### config.mk
export PLATFORM = sky130hd
export DESIGN_NAME = ctrl_act_seq
export DESIGN_NICKNAME = d
export VERILOG_FILES = /design/src/rtl/ctrl_act_seq.sv
export SDC_FILE = /design/constraint.sdc
export NUM_CORES = 1
export LEC_CHECK = 0
export BUFFER_PORTS_ARGS = -buffer_cell sky130_fd_sc_hd__buf_2
export CORE_UTILIZATION = 45
export DETAILED_ROUTE_END_ITERATION = 8
export GPL_ROUTABILITY_DRIVEN = 0
export GPL_TIMING_DRIVEN = 0
export PLACE_DENSITY = 0.67
export SKIP_LAST_GASP = 1
export SLEW_MARGIN = 20
export SYNTH_ARGS = -nofsm -noshare
export SYNTH_HDL_FRONTEND = slang
export SYNTH_SLANG_ARGS = --single-unit
### constraint.sdc
create_clock -name clk -period 3.1 [get_ports clk]
set_input_delay 0.155 -clock clk [delete_from_list [all_inputs] [get_ports clk]]
set_output_delay 0.155 -clock clk [all_outputs]
set_load 0.05 [all_outputs]
### src/rtl/ctrl_act_seq.sv
// Activation fetch sequencer: six nested counters (act/row/blk/frm/pat/lay) stepped once per accepted fetch.
// Optional pooling controls are built only when CTRL_ACT_SEQ_POOL_EN is defined.
module ctrl_act_seq #(
    parameter int ROW_W    = 5,
    parameter int BLK_W    = 4,
    parameter int FRM_W    = 4,
    parameter int PAT_W    = 6,
    parameter int LAY_W    = 5,
    parameter int COL_SKIP = 2,
    parameter int ROW_SKIP = 2
) (
    input  logic             clk,
    input  logic             rst_n,
    input  logic             start,
    input  logic             abort,
    input  logic [ROW_W-1:0] cfg_len_row,
    input  logic [ROW_W-1:0] cfg_num_row,
    input  logic [BLK_W-1:0] cfg_num_blk,
    input  logic [FRM_W-1:0] cfg_num_frm,
    input  logic [PAT_W-1:0] cfg_num_pat,
    input  logic [LAY_W-1:0] cfg_num_lay,
    output logic             fetch_req,
    input  logic             fetch_ack,
    output logic             frt_row,
    output logic             lst_row,
    output logic             frt_blk,
    output logic             lst_blk,
    output logic             val_col,
    output logic             val_psum,
    output logic             even_frm,
    output logic             fnh_frm,
    output logic             fnh_pat,
    output logic             fnh_lay,
    output logic             busy,
    output logic             done,
    output logic             pool_en,
    output logic             pool_val_delta,
    output logic             pool_val_frm
);

    typedef enum logic [1:0] {IDLE, RUN, DONE} state_t;

    state_t           state;
    logic [ROW_W-1:0] act, row, len_row, num_row;
    logic [BLK_W-1:0] blk, num_blk;
    logic [FRM_W-1:0] frm, num_frm;
    logic [PAT_W-1:0] pat, num_pat;
    logic [LAY_W-1:0] lay, num_lay;
    logic             wrap_act, wrap_row, wrap_blk, wrap_frm, wrap_pat, wrap_lay;

    // Each wrap term means "this level and every inner level are at their max".
    always_comb begin
        wrap_act = (act == len_row);
        wrap_row = wrap_act && (row == num_row);
        wrap_blk = wrap_row && (blk == num_blk);
        wrap_frm = wrap_blk && (frm == num_frm);
        wrap_pat = wrap_frm && (pat == num_pat);
        wrap_lay = wrap_pat && (lay == num_lay);
    end

    always_ff @(posedge clk or negedge rst_n) begin
        if (!rst_n) begin
            state   <= IDLE;
            act     <= '0;
            row     <= '0;
            blk     <= '0;
            frm     <= '0;
            pat     <= '0;
            lay     <= '0;
            len_row <= '0;
            num_row <= '0;
            num_blk <= '0;
            num_frm <= '0;
            num_pat <= '0;
            num_lay <= '0;
            fnh_frm <= 1'b0;
            fnh_pat <= 1'b0;
            fnh_lay <= 1'b0;
        end else begin
            fnh_frm <= 1'b0;
            fnh_pat <= 1'b0;
            fnh_lay <= 1'b0;
            case (state)
                IDLE: begin
                    if (start) begin
                        len_row <= cfg_len_row;
                        num_row <= cfg_num_row;
                        num_blk <= cfg_num_blk;
                        num_frm <= cfg_num_frm;
                        num_pat <= cfg_num_pat;
                        num_lay <= cfg_num_lay;
                        state   <= RUN;
                    end
                end
                RUN: begin
                    // Abort wins over a same-cycle fetch and suppresses every pulse.
                    if (abort) begin
                        state <= IDLE;
                        act   <= '0;
                        row   <= '0;
                        blk   <= '0;
                        frm   <= '0;
                        pat   <= '0;
                        lay   <= '0;
                    end else if (fetch_ack) begin
                        act <= wrap_act ? '0 : act + 1'b1;
                        if (wrap_act) row <= wrap_row ? '0 : row + 1'b1;
                        if (wrap_row) blk <= wrap_blk ? '0 : blk + 1'b1;
                        if (wrap_blk) frm <= wrap_frm ? '0 : frm + 1'b1;
                        if (wrap_frm) pat <= wrap_pat ? '0 : pat + 1'b1;
                        if (wrap_pat) lay <= wrap_lay ? '0 : lay + 1'b1;
                        fnh_frm <= wrap_blk;
                        fnh_pat <= wrap_frm;
                        fnh_lay <= wrap_pat;
                        if (wrap_lay) state <= DONE;
                    end
                end
                DONE:    state <= IDLE;
                default: state <= IDLE;
            endcase
        end
    end

    assign busy      = (state == RUN);
    assign fetch_req = busy;
    assign done      = (state == DONE);

    assign frt_row  = busy && (act == '0);
    assign lst_row  = busy && wrap_act;
    assign frt_blk  = busy && (blk == '0);
    assign lst_blk  = busy && wrap_row;
    assign val_col  = busy && (act >= ROW_W'(COL_SKIP));
    assign val_psum = busy && (row >= ROW_W'(ROW_SKIP));
    assign even_frm = busy && !frm[0];

`ifdef CTRL_ACT_SEQ_POOL_EN
    assign pool_en        = busy && (blk != '0) && (frm != '0) && (act == '0) && (row == '0);
    assign pool_val_delta = busy && (frm >= FRM_W'(2));
    assign pool_val_frm   = busy && !frm[0] && (frm >= FRM_W'(2));
`else
    assign pool_en        = 1'b0;
    assign pool_val_delta = 1'b0;
    assign pool_val_frm   = 1'b0;
`endif

endmodule

==> flow_summary.ini, run 1 <==
[timing]
worst_pin_slew_ps = 777
setup_tns_ps = 0
finalClockSkew_ps = 5.40
max_freq_mhz = 398
setup_viol = 0
hold_viol_final = 0
fin_crit_sh = 0.810
holdWs_ps = 27.1
slew-limit-headroom = 0.478
setup_ws_ps = 589
slew_viol_final = 0
grt_setup_unrepaired = false
period_needed_ps = 2510

[logic_synthesis]
seq_area_frac_synth = 0.453
muxShareOfSynthArea = 0.103
synth_top_family_by_area = simple AND/OR/NAND/NOR gates
synth_ff_type = dfrtp_1
synth_edf_count = 0
synth_compound_area_frac = 0.0992
synth_area_per_cell_um2 = 10.2
yosysUniqueCellTypes = 48
synth_simple_gate_area_frac = 0.190
syn_area_um2 = 3480
synthAdderAreaFrac = 0.0359
ys_ff_latch = 63
synth_xor_area_frac = 0.0805
async_reset_ff_frac = 1.00
syn_inst = 340
ys_warn_count = 0

[global_routing]
grt_pass1_wl_um = 13400
grtUsageMet1 = 0.279
top_usage_layer = met2
grt_start_max_net_pins = 48
grtUsageMet2 = 0.332
gr-usage-met3 = 0.0491
grt_antenna_before_repair = 0
grt_pass1_vias = 2737
overflow = 0
grt_usage = 0.213

[detailed_routing]
drc_errors = 0
drtAntennaViolNets = 0
avgViaCountPerCell = 5.66
drt_iter0_markers = 156
vias = 2859
wire_per_inst_um = 16.0
drtPass1Iterations = 5
postRouteWirelength_um = 8060

[floorplan]
core-area_um2 = 7370
fp.dieH_um = 90.0
fp.dieW_um = 90.0
io_pins = 50
fp-row-count = 31
dieArea_um2 = 8090
initial_core_util = 0.472

[layout]
drive_gt1_frac = 0.244
areaGrowthSynthToFinish_pct = 17.4
antenna_cells = 0
layout.nets = 445
final_common_cell = dfrtp_1
fill_cells = 694
final_cell_mix = dfrtp_1 (63), buf_2 (48), mux2_2 (30)
ff_latch_area_um2 = 1580
multi_input_area_um2 = 1780

[cts]
tritoncts = built
clk_pin_slew_ps = 70
cts_root_buffer = clkbuf_8
insertion_delay_ps = 350
cts_setup_buffers = 0
numCtsBuffers = 9
cts_buffer_depth = 2
clkSinkCount = 63
htreeDepth = 3

[critical_path]
worstPathRequired_ps = 3330
critPathLaunchType = flip-flop
crit_type = flip-flop to flip-flop
reg2reg_from = act[1]$_DFFE_PN0P_
crit_start = act[1]$_DFFE_PN0P_
critPathMaxFanout = 10
cp.arrival_ps = 2740
end_kind = flip-flop

[job]
drv_cap = 0

[power]
peakVddDrop_uv = 316
p_per_area_nw_per_um2 = 652
p_leak_nw = 1.81

[placed_design]
hpwl_um = 5750
numPortBuffers = 46
pre_cts_ws_ps = 635

[min_path]
hold_class = input pin to flip-flop
hold_path.startpoint = cfg_len_row[0]

[run_status]
outcome = finished clean
-- layer usage --
layer / wire, um / vias to the layer above
li1: - / 1351
met1: 3690 / 1413
met2: 3780 / 80
met3: 412 / 15
met4: 179 / 0
met5: 0 / -
-- logic make-up after synthesis --
logic type      Yosys count
simple gates            121
flops                    63
compound gates           51
xor+xnor                 32
mux                      32
buf+inv                  30
fa+ha+maj                10
other cells               1
-- worst max-delay path, cell delays in order (launching register included) --
cell,delay (ps)
dfrtp_1,460
xnor2_1,270
nand4_1,180
or4_1,630
buf_2,230
buf_2,220
o311ai_1,290
nand3_1,100
-- metrics by stage --
stage          utilization  cell area (um^2)  cells  total power (W)
6_report             0.555              4090    505          0.00266
5_1_grt              0.555              4090    505          0.00282
4_1_cts              0.555              4090    505          0.00269
3_5_place_dp         0.525              3870    488          0.00191
3_3_place_gp         0.521              3840    487          0.00188
2_1_floorplan            -              3490    342          0.00170
-- cell usage after synthesis (all sizes together) (4+ instances only) --
master   n  area (um^2)
and3     6         37.5
inv     12         45.0
dfrtp   63         1580
nor2    26         97.6
nand2   20         75.1
or3      6         37.5
buf      7         45.0
a21oi   14         70.1
xor2    13          114
ha      10          125
o21ai   10         50.1
clkbuf  11         41.3
nor3     8         40.0
nand3   22          110
o311ai   7         61.3
mux2    30          338
xnor2   19          166
o211ai   4         30.0
nand4   11         68.8
-- final cells by class --
| cell class | instances | share of cell area |
|---|---|---|
| Clock inverter | 4 | 0.0171 |
| Clock buffer | 12 | 0.0331 |
| Multi-Input combinational cell | 249 | 0.436 |
| Inverter | 12 | 0.0110 |
| Tap cell | 99 | 0.0303 |
| Sequential cell | 63 | 0.386 |
| Buffer | 18 | 0.0211 |
| Timing Repair Buffer | 48 | 0.0661 |
-- repair_timing --
action / in CTS / in global routing
endpoints found under the hold margin: 63 / 0
hold buffers: 1 / 0
resized for setup: 0 / 0
-- sequential cells by signal, summed over array words and instances, names as in the netlist --
name	flops
num_frm	4
fnh_pat	1
num_lay	5
blk	4
num_blk	4
act	5
fnh_frm	1
lay	5
row	5
frm	4
pat	6
num_pat	6
num_row	5
state	2
fnh_lay	1
len_row	5
-- power by group --
part	total [W]	switching [W]	internal (W)
Sequential	0.00113	0.000164	0.000970
Combinational	0.000756	0.000438	0.000318
Clock	0.000772	0.000321	0.000451
-- worst paths after layout --
kind,to,slack (ps),cells past startpoint
max,lay[2]$_DFFE_PN0P_,590,7
min,len_row[0]$_DFFE_PN0P_,30,2
max reg2reg,lay[2]$_DFFE_PN0P_,590,7
min reg2reg,num_blk[0]$_DFFE_PN0P_,530,1
max in group asynchronous,frm[3]$_DFFE_PN0P_,2390,3
min in group asynchronous,num_blk[2]$_DFFE_PN0P_,210,2
Power figures use the tool's default switching activity.
==> run 2, diff against run 1 <==
- ABC_AREA: unset -> 1
- PLACE_DENSITY: 0.67 -> 0.7
- clock period: 3.1 -> 2.14 ns (I/O delays scaled with it)
==> run 2 against run 1 <==
Non-clock buffer count rose by 17. Synthesized cell count rose by 15%. Power rose by 41%. Sequential cell count did not move. Clock skew rose by 1.5 ps. Clock-buffer cell count rose by 1. Setup slack got worse by 390 ps. Combinational power rose by 55%. Fmax rose by 29%.
==> flow_summary.ini, run 2 <==
[run_status]
outcome = finished clean

[layout]
final_common_cell = nand2_1
multi_input_area_um2 = 1640
areaGrowthSynthToFinish_pct = 22.8
antenna_cells = 0
final_cell_area_um2 = 4210
layout.nets = 518
drive_gt1_frac = 0.233
ff_latch_area_um2 = 1580
final_cell_mix = nand2_1 (84), dfrtp_1 (63), nor2_1 (52)
reg_top3 = num_pat (6), pat (6)
fill_cells = 691

[timing]
setup_viol = 0
worst_pin_slew_ps = 755
max_freq_mhz = 514
period_needed_ps = 1950
grt_setup_unrepaired = false
fin_crit_sh = 0.909
hold_viol_final = 0
slew-limit-headroom = 0.497
setup_tns_ps = 0
slew_viol_final = 0
finalClockSkew_ps = 6.90

[logic_synthesis]
synth_area_per_cell_um2 = 8.74
synth_simple_gate_area_frac = 0.232
ys_warn_count = 0
muxShareOfSynthArea = 0.0658
ys_ff_latch = 63
synth_compound_area_frac = 0.0592
synthMostInstantiatedCell = nand2_1
synth_edf_count = 0
seq_area_frac_synth = 0.460
async_reset_ff_frac = 1.00
synthDominantCellAreaShare = 0.460
yosysUniqueCellTypes = 37
synth_common_cells = nand2_1 (84), dfrtp_1 (63), nor2_1 (52)
synth_top_cell_by_area = dfrtp_1
syn_area_um2 = 3420
synthAdderAreaFrac = 0.0365
synth_xor_area_frac = 0.0793
synth_top_family_by_area = simple AND/OR/NAND/NOR gates
syn_inst = 392
synth.area.top_cells = dfrtp_1 (46%), nand2_1 (9.2%), mux2_2 (6.6%), nor2_1 (5.7%), xor2_1 (4.3%)
synth_ff_type = dfrtp_1

[cts]
cts_root_buffer = clkbuf_8
cts_setup_buffers = 0
tritoncts = built
numCtsBuffers = 9
clkSinkCount = 63
insertion_delay_ps = 340
cts_buffer_depth = 2
htreeDepth = 3
clk_pin_slew_ps = 70

[min_path]
hold_path.startpoint = cfg_len_row[1]
min_to = len_row[1]$_DFFE_PN0P_
hold_class = input pin to flip-flop
min_path_cells = 3

[detailed_routing]
vias = 2795
drtPass1Iterations = 4
drc_errors = 0
drtAntennaViolNets = 0
avgViaCountPerCell = 4.85
drt_iter0_markers = 135
postRouteWirelength_um = 7300
wire_per_inst_um = 12.7

[placed_design]
hpwl_um = 5230
placed_area_um2 = 3820
numPortBuffers = 46

[global_routing]
grt_pass1_vias = 2606
overflow = 0
grt_pass1_wl_um = 12400
grt_start_max_net_pins = 47
grt_usage = 0.212
grt_antenna_before_repair = 0

[critical_path]
critPathMaxFanout = 10
r2r_end = num_row[4]$_DFFE_PN0P_
critPathTopFamily = buffers and inverters
crit_slowest_cell = buf_1
reg2reg_from = state[0]$_DFFE_PN0P_
crit_type = flip-flop to flip-flop
critPathLaunchType = flip-flop
worst-path-buf-inv = 2
ff2ff_path_depth = 5
end_kind = flip-flop
worstSetupPathDepth = 5
critPathMaxStageDelay_ps = 600
cp.arrival_ps = 2140
r2r_slack_ps = 190
crit_chain = nor2_1 -> nand2_1 -> clkbuf_1 -> buf_1 -> a21oi_1
worstPathRequired_ps = 2330

[power]
p_per_area_nw_per_um2 = 892
peakVddDrop_uv = 515
p_leak_nw = 2.08

[floorplan]
initial_core_util = 0.470
io_pins = 50
fp.dieW_um = 89.2
dieArea_um2 = 7960
fp.dieH_um = 89.2
fp-row-count = 31
core-area_um2 = 7290

[job]
drv_cap = 0
[run 2: worst max-delay path by stage]
stage / to / start / slack, ps
finish: num_row[4]$_DFFE_PN0P_ / state[0]$_DFFE_PN0P_ / 190
global route: lay[1]$_DFFE_PN0P_ / act[1]$_DFFE_PN0P_ / 40
CTS: num_row[3]$_DFFE_PN0P_ / state[0]$_DFFE_PN0P_ / 180
detailed placement: num_row[3]$_DFFE_PN0P_ / state[0]$_DFFE_PN0P_ / 190
global placement: num_pat[2]$_DFFE_PN0P_ / state[0]$_DFFE_PN0P_ / 240
floorplan: lst_blk / act[0]$_DFFE_PN0P_ / 150
[run 2: kinds of logic (layout without fill, tap and decap cells)]
group | count (synthesis) | after routing
adders and majority gates | 10 | 10
muxes | 20 | 20
xor gates and xnor gates | 31 | 31
other | 1 | 3
AOI/OAI and AO/OA | 36 | 36
and+or+nand+nor | 180 | 180
DFF | 63 | 63
buffers and inverters | 51 | 134
[run 2: power breakdown]
group          internal (W)  switching, W
Clock              0.000470      0.000433
Sequential          0.00143      0.000252
Combinational      0.000491      0.000680
[run 2: metal layers]
| layer | global-route usage | wire length, um |
|---|---|---|
| met2 | 0.337 | 3430 |
| met4 | 0.0996 | 141 |
| met3 | 0.0360 | 212 |
| met1 | 0.283 | 3520 |
| met5 | 0 | 0 |
[run 2: stage by stage]
| step | worst slack (ps) | instances | hold slack, ps | total power [W] | util |
|---|---|---|---|---|---|
| 2_1_floorplan | 150 | 394 | -189 | 0.00253 | - |
| 3_3_place_gp | 237 | 539 | 339 | 0.00278 | 0.520 |
| 3_5_place_dp | 190 | 540 | -1.24 | 0.00285 | 0.524 |
| 4_1_cts | 182 | 576 | 0.138 | 0.00379 | 0.577 |
| 5_1_grt | 41.3 | 576 | 9.50 | 0.00402 | 0.577 |
| 6_report | 194 | 576 | 11.8 | 0.00375 | 0.577 |
[run 2: final cells by class]
| cell class | count | area share |
|---|---|---|
| plain buffers | 14 | 0.0202 |
| well taps | 99 | 0.0294 |
| clock buffers | 13 | 0.0378 |
| repair buffers | 69 | 0.114 |
| multi-input cells | 280 | 0.389 |
| inverters | 37 | 0.0330 |
| clock inverters | 1 | 0.00119 |
| flip-flops and latches | 63 | 0.375 |
[run 2: worst register-to-register path, cell delays in order (launching register included)]
cell and delay [ps]:
dfrtp_1 360, nor2_1 50, nand2_1 80, clkbuf_1 530
buf_1 610, a21oi_1 170
[run 2: what timing repair did]
item / in CTS / in global routing
hold endpoints to repair: 84 / 0
resized for setup: 0 / 0
hold buffers: 22 / 0
setup endpoints to repair: 0 / 0
==> run 3, diff against run 2 <==
- CORE_UTILIZATION: 45 -> 40
- PLACE_DENSITY: 0.7 -> 0.64
==> run 3 against run 2 <==
Clock power increased by 29%. Largest cell class unchanged. Global-route usage down 3.0 points. Power up 6.4%. Largest power group unchanged. Utilization decreased by 6.2 points. Highest routed layer unchanged. Cell area grew 1.1%. Clock-buffer cell count unchanged. Critical endpoint is now lay[4]$_DFFE_PN0P_. Cell count is 1.0% higher. Non-clock buffer count shrank 2.
==> flow_summary.ini, run 3 (synthesis results as in run 2) <==
[run_status]
outcome = finished clean

[floorplan]
dieArea_um2 = 8930
initial_core_util = 0.415
fp-row-count = 33
io_pins = 50
fp.dieW_um = 94.5
core-area_um2 = 8260
fp.dieH_um = 94.5

[layout]
final_cells = 582
areaGrowthSynthToFinish_pct = 24.2
antenna_cells = 0
fill_cells = 799
layout.nets = 516
drive_gt1_frac = 0.237
final_cell_mix = nand2_1 (84), dfrtp_1 (63), nor2_1 (52)
fin_util = 0.515
reg_top3 = num_pat (6), pat (6)
final_common_cell = nand2_1

[power]
p_per_area_nw_per_um2 = 939
peakVddDrop_uv = 377
p_leak_nw = 2.10
total_power_w = 0.00399

[min_path]
hold_class = input pin to flip-flop
min_path_cells = 2
hold_path.startpoint = cfg_num_blk[3]

[timing]
slew_viol_final = 0
grt_setup_unrepaired = false
setup_ws_ps = 230
setup_tns_ps = 0
setup_viol = 0
fin_crit_sh = 0.892
slew-limit-headroom = 0.480
worst_pin_slew_ps = 781
hold_viol_final = 0
max_freq_mhz = 524
period_needed_ps = 1910
finalClockSkew_ps = 10.3

[global_routing]
grt_start_max_net_pins = 57
overflow = 0
grt_pass1_wl_um = 12200
grt_usage = 0.182
grt_antenna_before_repair = 0
grt_pass1_vias = 2597

[detailed_routing]
postRouteWirelength_um = 7260
wire_per_inst_um = 12.5
drtPass1Iterations = 4
avgViaCountPerCell = 4.78
vias = 2782
drc_errors = 0
drtAntennaViolNets = 0
drt_iter0_markers = 160

[placed_design]
hpwl_um = 5230
dp_cells = 546
numPortBuffers = 46
pre_cts_ws_ps = 157

[critical_path]
ff2ff_path_depth = 12
critPathMaxFanout = 10
crit_start = act[1]$_DFFE_PN0P_
reg2reg_from = act[1]$_DFFE_PN0P_
end_kind = flip-flop
critPathLaunchType = flip-flop
cp.arrival_ps = 2140
worstPathRequired_ps = 2370
crit_type = flip-flop to flip-flop

[cts]
tritoncts = built
numCtsBuffers = 9
insertion_delay_ps = 340
cts_root_buffer = clkbuf_8
htreeDepth = 3
clk_pin_slew_ps = 70
cts_buffer_depth = 2
clkSinkCount = 63
cts_setup_buffers = 0

[job]
drv_cap = 0
[run 3: area by class of cell]
class                           count  area, um^2  share of cell area
Multi-Input combinational cell    280        1640               0.385
Sequential cell                    63        1580               0.371
Timing Repair Buffer               67         460               0.108
Clock buffer                       13         159              0.0374
Inverter                           37         139              0.0326
Tap cell                          105         131              0.0309
Buffer                             14        85.1              0.0200
Clock inverter                      3        65.1              0.0153
[run 3: worst max-delay path, cell delays in order (launching register included)]
cell	delay (ps)
dfrtp_1	450
inv_2	70
nand2_1	60
nand2_1	60
nor2_2	140
nand3_4	110
nor2_4	210
nand4_2	150
buf_6	180
nand2_1	50
nand2_1	150
nand2_1	100
nand2_1	60
[run 3: where the power goes]
part           switching (W)  internal (W)  total [W]
logic               0.000672      0.000485    0.00116
clock network       0.000445      0.000719    0.00116
registers           0.000245       0.00143    0.00167
total                0.00136       0.00263    0.00399
[run 3: through the flow]
stage / cell area, um^2 / hold slack (ps)
floorplan: 3440 / -189
global placement: 3800 / 339
detailed placement: 3830 / -53.3
CTS: 4250 / 0.285
global route: 4250 / 3.28
finish: 4250 / 10.1
[run 3: worst paths after layout]
| kind | endpoint | slack [ps] |
|---|---|---|
| setup / recovery | lay[4]$_DFFE_PN0P_ | 230 |
| hold / removal | num_blk[3]$_DFFE_PN0P_ | 10 |
| setup reg to reg | lay[4]$_DFFE_PN0P_ | 230 |
| hold reg to reg | num_lay[3]$_DFFE_PN0P_ | 530 |
| max in group asynchronous | blk[2]$_DFFE_PN0P_ | 1500 |
| min in group asynchronous | len_row[1]$_DFFE_PN0P_ | 130 |
[run 3: per-layer routing]
metal / wire, um / share of wire / track usage / up-vias
met2: 3450 / 0.47 / 0.297 / 52
met4: 85 / 0.012 / 0.0606 / 0
li1: - / - / - / 1409
met1: 3430 / 0.47 / 0.234 / 1312
met5: 0 / 0 / 0 / -
met3: 296 / 0.041 / 0.0475 / 9
[run 3: timing repair]
action,in CTS,in global routing
resized for setup,0,0
hold buffers,20,0
endpoints found under the hold margin,82,0
